$ cat src/rtl/contact_impulse_applier.sv
// contact_impulse_applier: applies one resolved contact to the body-state RAM,
// read-modify-write of body A then body B, with saturating updates.
module contact_impulse_applier #(
  parameter int NUM_BODIES = 16,
  parameter int IDX_W = 4
) (
  input  logic                    Clk,
  input  logic                    Reset,
  input  logic                    c_valid,
  output logic                    c_ready,
  input  logic [IDX_W-1:0]        c_idx1,
  input  logic [IDX_W-1:0]        c_idx2,
  input  logic signed [23:0]      c_imp1_x,
  input  logic signed [23:0]      c_imp1_y,
  input  logic signed [23:0]      c_imp2_x,
  input  logic signed [23:0]      c_imp2_y,
  input  logic signed [21:0]      c_nudge1_x,
  input  logic signed [21:0]      c_nudge1_y,
  input  logic signed [21:0]      c_nudge2_x,
  input  logic signed [21:0]      c_nudge2_y,
  input  logic signed [10:0]      c_rot1,
  input  logic signed [10:0]      c_rot2,
  input  logic                    c_ignore,
  output logic [IDX_W-1:0]        b_addr,
  output logic                    b_rd_en,
  input  logic signed [23:0]      b_rd_pos_x,
  input  logic signed [23:0]      b_rd_pos_y,
  input  logic signed [23:0]      b_rd_vel_x,
  input  logic signed [23:0]      b_rd_vel_y,
  input  logic signed [10:0]      b_rd_omega,
  input  logic                    b_rd_static,
  output logic                    b_wr_en,
  output logic signed [23:0]      b_wr_pos_x,
  output logic signed [23:0]      b_wr_pos_y,
  output logic signed [23:0]      b_wr_vel_x,
  output logic signed [23:0]      b_wr_vel_y,
  output logic signed [10:0]      b_wr_omega,
  output logic                    busy,
  output logic [15:0]             applied_count,
  output logic [7:0]              dropped_count
);
  if (IDX_W != $clog2(NUM_BODIES)) begin : g_bad_idx_w
    $error("IDX_W must equal clog2(NUM_BODIES)");
  end
  typedef enum logic [2:0] {IDLE, RD1, MOD1, RD2, MOD2} state_t;
  typedef struct packed {
    logic [IDX_W-1:0]   idx1;
    logic [IDX_W-1:0]   idx2;
    logic signed [23:0] imp1_x;
    logic signed [23:0] imp1_y;
    logic signed [23:0] imp2_x;
    logic signed [23:0] imp2_y;
    logic signed [21:0] nudge1_x;
    logic signed [21:0] nudge1_y;
    logic signed [21:0] nudge2_x;
    logic signed [21:0] nudge2_y;
    logic signed [10:0] rot1;
    logic signed [10:0] rot2;
    logic               ignore;
  } contact_t;
  function automatic logic [23:0] sat24(input logic [24:0] v);
    return (v[24] != v[23]) ? {v[24], {23{~v[24]}}} : v[23:0];
  endfunction
  function automatic logic [10:0] sat11(input logic [11:0] v);
    return (v[11] != v[10]) ? {v[11], {10{~v[11]}}} : v[10:0];
  endfunction
  state_t state_q, state_d;
  contact_t ctc_q, ctc_d;
  logic [15:0] applied_q, applied_d;
  logic [7:0] dropped_q, dropped_d;
  logic sel2, mod, wv;
  logic signed [23:0] imp_x, imp_y;
  logic signed [21:0] nud_x, nud_y;
  logic signed [10:0] rot;
  always_comb begin
    state_d = state_q;
    ctc_d = ctc_q;
    applied_d = applied_q;
    dropped_d = dropped_q;
    case (state_q)
      IDLE: if (c_valid) begin
        ctc_d = {c_idx1, c_idx2, c_imp1_x, c_imp1_y, c_imp2_x, c_imp2_y, c_nudge1_x, c_nudge1_y,
                 c_nudge2_x, c_nudge2_y, c_rot1, c_rot2, c_ignore};
        state_d = (c_idx1 == c_idx2) ? IDLE : RD1;
        dropped_d = dropped_q + {7'd0, (c_idx1 == c_idx2) && (dropped_q != 8'hff)};
      end
      RD1: state_d = MOD1;
      MOD1: state_d = RD2;
      RD2: state_d = MOD2;
      MOD2: begin
        state_d = IDLE;
        applied_d = applied_q + 16'd1;
      end
      default: state_d = IDLE;
    endcase
  end
  always_ff @(posedge Clk) begin
    if (Reset) begin
      state_q <= IDLE;
      ctc_q <= '0;
      applied_q <= '0;
      dropped_q <= '0;
    end else begin
      state_q <= state_d;
      ctc_q <= ctc_d;
      applied_q <= applied_d;
      dropped_q <= dropped_d;
    end
  end
  // Reset overrides the strobes combinationally so an in-flight MOD never writes.
  assign sel2 = (state_q == RD2) || (state_q == MOD2);
  assign mod = (state_q == MOD1) || (state_q == MOD2);
  assign wv = mod && !Reset;
  assign c_ready = (state_q == IDLE) && !Reset;
  assign busy = (state_q != IDLE) && !Reset;
  assign b_rd_en = ((state_q == RD1) || (state_q == RD2)) && !Reset;
  assign b_wr_en = wv && !b_rd_static;
  assign b_addr = (Reset || state_q == IDLE) ? '0 : sel2 ? ctc_q.idx2 : ctc_q.idx1;
  assign imp_x = sel2 ? ctc_q.imp2_x : ctc_q.imp1_x;
  assign imp_y = sel2 ? ctc_q.imp2_y : ctc_q.imp1_y;
  assign nud_x = sel2 ? ctc_q.nudge2_x : ctc_q.nudge1_x;
  assign nud_y = sel2 ? ctc_q.nudge2_y : ctc_q.nudge1_y;
  assign rot = sel2 ? ctc_q.rot2 : ctc_q.rot1;
  assign b_wr_pos_x = !wv ? '0 : sat24({b_rd_pos_x[23], b_rd_pos_x} + {{3{nud_x[21]}}, nud_x});
  assign b_wr_pos_y = !wv ? '0 : sat24({b_rd_pos_y[23], b_rd_pos_y} + {{3{nud_y[21]}}, nud_y});
  assign b_wr_vel_x = !wv ? '0 : ctc_q.ignore ? b_rd_vel_x : sat24({b_rd_vel_x[23], b_rd_vel_x} + {imp_x[23], imp_x});
  assign b_wr_vel_y = !wv ? '0 : ctc_q.ignore ? b_rd_vel_y : sat24({b_rd_vel_y[23], b_rd_vel_y} + {imp_y[23], imp_y});
  assign b_wr_omega = !wv ? '0 : ctc_q.ignore ? b_rd_omega : sat11({b_rd_omega[10], b_rd_omega} + {rot[10], rot});
  assign applied_count = applied_q;
  assign dropped_count = dropped_q;
endmodule

$ cat config.mk
export PLATFORM = sky130hd
export DESIGN_NAME = contact_impulse_applier
export DESIGN_NICKNAME = d
export VERILOG_FILES = /design/src/rtl/contact_impulse_applier.sv
export SDC_FILE = /design/constraint.sdc
export NUM_CORES = 1
export LEC_CHECK = 0
export CORE_AREA = 10 10 213 215
export DETAILED_ROUTE_END_ITERATION = 8
export DIE_AREA = 0 0 223 225
export PLACE_DENSITY = 0.78
export SYNTH_ARGS = -nofsm -noshare
export SYNTH_HDL_FRONTEND = slang
export SYNTH_SLANG_ARGS = --single-unit
export TNS_END_PERCENT = 50
$ cat constraint.sdc
create_clock -name Clk -period 6.9 [get_ports Clk]
set_input_delay 1.035 -clock Clk [delete_from_list [all_inputs] [get_ports Clk]]
set_output_delay 1.035 -clock Clk [all_outputs]
set_load 0.03 [all_outputs]
==> metrics.txt <==
Nets=2,942; routed via count=about 17k; startpoint types=flop; IO Port Bufs=464; P_leak=9.19 nW; FF+latch count, synth=around 240; CTS buffer count=28; most common cell after layout, fill and taps aside=nand2_1; post-route ant nets=0; remaining global-route overflow=0; Post-Syn Instances=2,114; f_max=0.152 GHz; Placer Congestion=0.947; CTS Sinks=between 200 and 250; DP HPWL=45.9 mm; number of synthesized flops with an enable pin=0; Finished Cell Area=22,200 um^2; Critical path buffers and inverters=5; Synth async-reset ratio=0; drt pass-1 iters=5; maxcap violations=0; max incr delay on CP=500 ps; post-CTS setup buffer count=0; CTS HTree Levels=1; PD cells=213 nW/um^2; slowest stage cell on the critical path=o41a_1; final setup fails=0; core area=around 41,000 um^2; total die area=approximately 50,000 um^2; first-pass GRT wire length=91.5 mm; Worst-Margin Slew=~1100 ps; Starting Density=0.392; Arr. time, crit path=around 5600 ps; Pins Over Slew Limit=0; Syn Nets=2,557; Clock Skews=approximately 23 ps; Peak VDD IR=between 0.00015 and 0.0002 V; crit end category=primary output; leading area contributor after synthesis=dfxtp_1; WL final=59.2 mm; Slew headroom=0.281; vias in the first global route=16.4k; Fin Hold WS=450 ps; boundary pin count=roughly 470; delay-heaviest family, CP=compound AO/OA/AOI/OAI gates; outcome=completed; critical path class=reg2out; Mapped Avg Cell Area=~7.7 um^2; critical-path cell list=nor3b_1 > buf_4 > o21bai_4 > buf_12 > mux2_2 > ha_1 > inv_1 > fa_1 > nand2b_1 > a21oi_2 > o311ai_1 > and4_1 > o41a_1 > o21a_1 > o31ai_4 > buf_4 > o22ai_1 > nor2_1 > buf_4; Ys Warns=0; Die Wd=223 um; Via density=5.39; # DRC=0; CTS tree=done; fillcell total=3,879; Worst-path clk slew=60 ps; commonest cells after routing, fill and taps aside=nand2_1 (514), clkdlybuf4s50_1 (409), a21oi_1 (342); Yosys top cell area share=0.299; required time of the worst setup path=between 5000 and 6000 ps; All-Layer GR Usage=0.222; Final TNS setup=0 ps; Final Hold Fails=0; synthesized cell area=16,200 um^2; RSZ-0062 raised after global routing=no; Final min period=around 6600 ps; CTS Root Cell=clkbuf_16; critical path's most frequent cell=buf_4; CTS Hold Bufs=0; Layout area overhead=36.8%; Post-DP Area=21,200 um^2; Design Power=around 0.0047 W; FP Rows=75; drt initial violations=between 1k and 1.5k; DP Worst Slack=approximately 620 ps; Seq/Total Area, Yosys=0.299; post-synthesis cell type count=77; fin crit share=0.956; antenna violations before repair=11; layout cells sized above 1=0.106; clock latency at the later pin of the worst-skew pair=roughly 570 ps; Die Y=225 um; Crit Path Max Fanout=between 40 and 50; WL/cell=19.3 um; Main synth FF type=dfxtp_1; largest net degree at the start of global routing=between 90 and 100; HP Class=reg2reg; synth top area cells=dfxtp_1 (30%), nand2_1 (12%), a21oi_1 (11%), ha_1 (8.6%), mux2_2 (7.2%); fin worst setup slack=301 ps; clock tree buffer depth=3
state kept, by name, indices dropped and copies added, names as in the netlist:
signal	cells
ctc_q	215
applied_count	16
dropped_count	8
state_q	3
logic make-up (layout without fill, tap and decap cells):
kind of cell	count (synthesis)	in the layout	share of synthesized area
other	0	6	0
AND/OR/NAND/NOR	744	744	0.190
AO/OA/AOI/OAI	621	621	0.241
flip-flops	242	242	0.299
adder cells (fa/ha/maj)	119	119	0.0939
multiplexers	110	110	0.0760
XOR/XNOR	103	103	0.0561
buffers and inverters	175	579	0.0440
worst paths after layout:
kind	to	depth (start not counted)	slack, ps	start
setup / recovery	b_wr_vel_y[3]	19	300	state_q[2]
hold / removal	ctc_q[162]	2	450	ctc_q[162]
setup reg to reg	ctc_q[171]	5	3980	state_q[0]
hold reg to reg	ctc_q[162]	2	450	ctc_q[162]
worst register-to-register path: stages (launching register included):
cell and delay [ps]:
dfxtp_1 390, nor3_1 490, and2_4 680, buf_4 760, nand2_1 280, a21oi_1 210
metal layers:
| layer | up-vias | GRT usage | routed length, um |
|---|---|---|---|
| met5 | - | 0 | 46 |
| met4 | 6 | 0.0800 | 1910 |
| met2 | 496 | 0.375 | 28400 |
| met3 | 98 | 0.0475 | 3450 |
| met1 | 7743 | 0.274 | 25400 |
| li1 | 8176 | - | - |
through the flow:
| stage | std cells | utilization |
|---|---|---|
| global placement | 3008 | 0.511 |
| detailed placement | 3008 | 0.511 |
| floorplan | 2114 | - |
| global route | 3063 | 0.536 |
| finish | 3063 | 0.536 |
| CTS | 3057 | 0.534 |
layout make-up:
class,instances,area [um^2],share of cell area
clock inverters,13,159,0.00717
multi-input cells,1697,10700,0.483
inverters,51,191,0.00864
flip-flops and latches,242,4850,0.219
clock buffers,36,781,0.0352
diodes,6,15.0,0.000677
well taps,539,674,0.0304
repair buffers,479,4800,0.217
cell usage after synthesis (all sizes together) (12+ instances only):
cell type / number
a21oi: 344
inv: 51
buf: 21
o22ai: 18
nand4: 12
o221a: 25
a221oi: 13
o21ai: 56
a31oi: 14
clkbuf: 103
nor2: 106
dfxtp: 242
nor3: 15
nand2: 516
xnor2: 62
nand2b: 20
a211oi: 13
o21bai: 16
nand3: 18
xor2: 41
ha: 112
mux2: 104
a21o: 47
o21a: 23
power breakdown:
part / switching [W] / total (W) / internal [W] / leakage, nW
clock network: 0.000612 / 0.00152 / 0.000906 / 0.458
logic: 0.000922 / 0.00163 / 0.000708 / 6.75
registers: 0.0000618 / 0.00157 / 0.00151 / 1.98
what timing repair did:
action | 4_1_cts | 5_1_grt
gates cloned | 0 | 0
endpoints found under the hold margin | 0 | 0
resized for setup | 1 | 15
setup endpoints to repair | 1 | 76
Power figures use the tool's default switching activity.
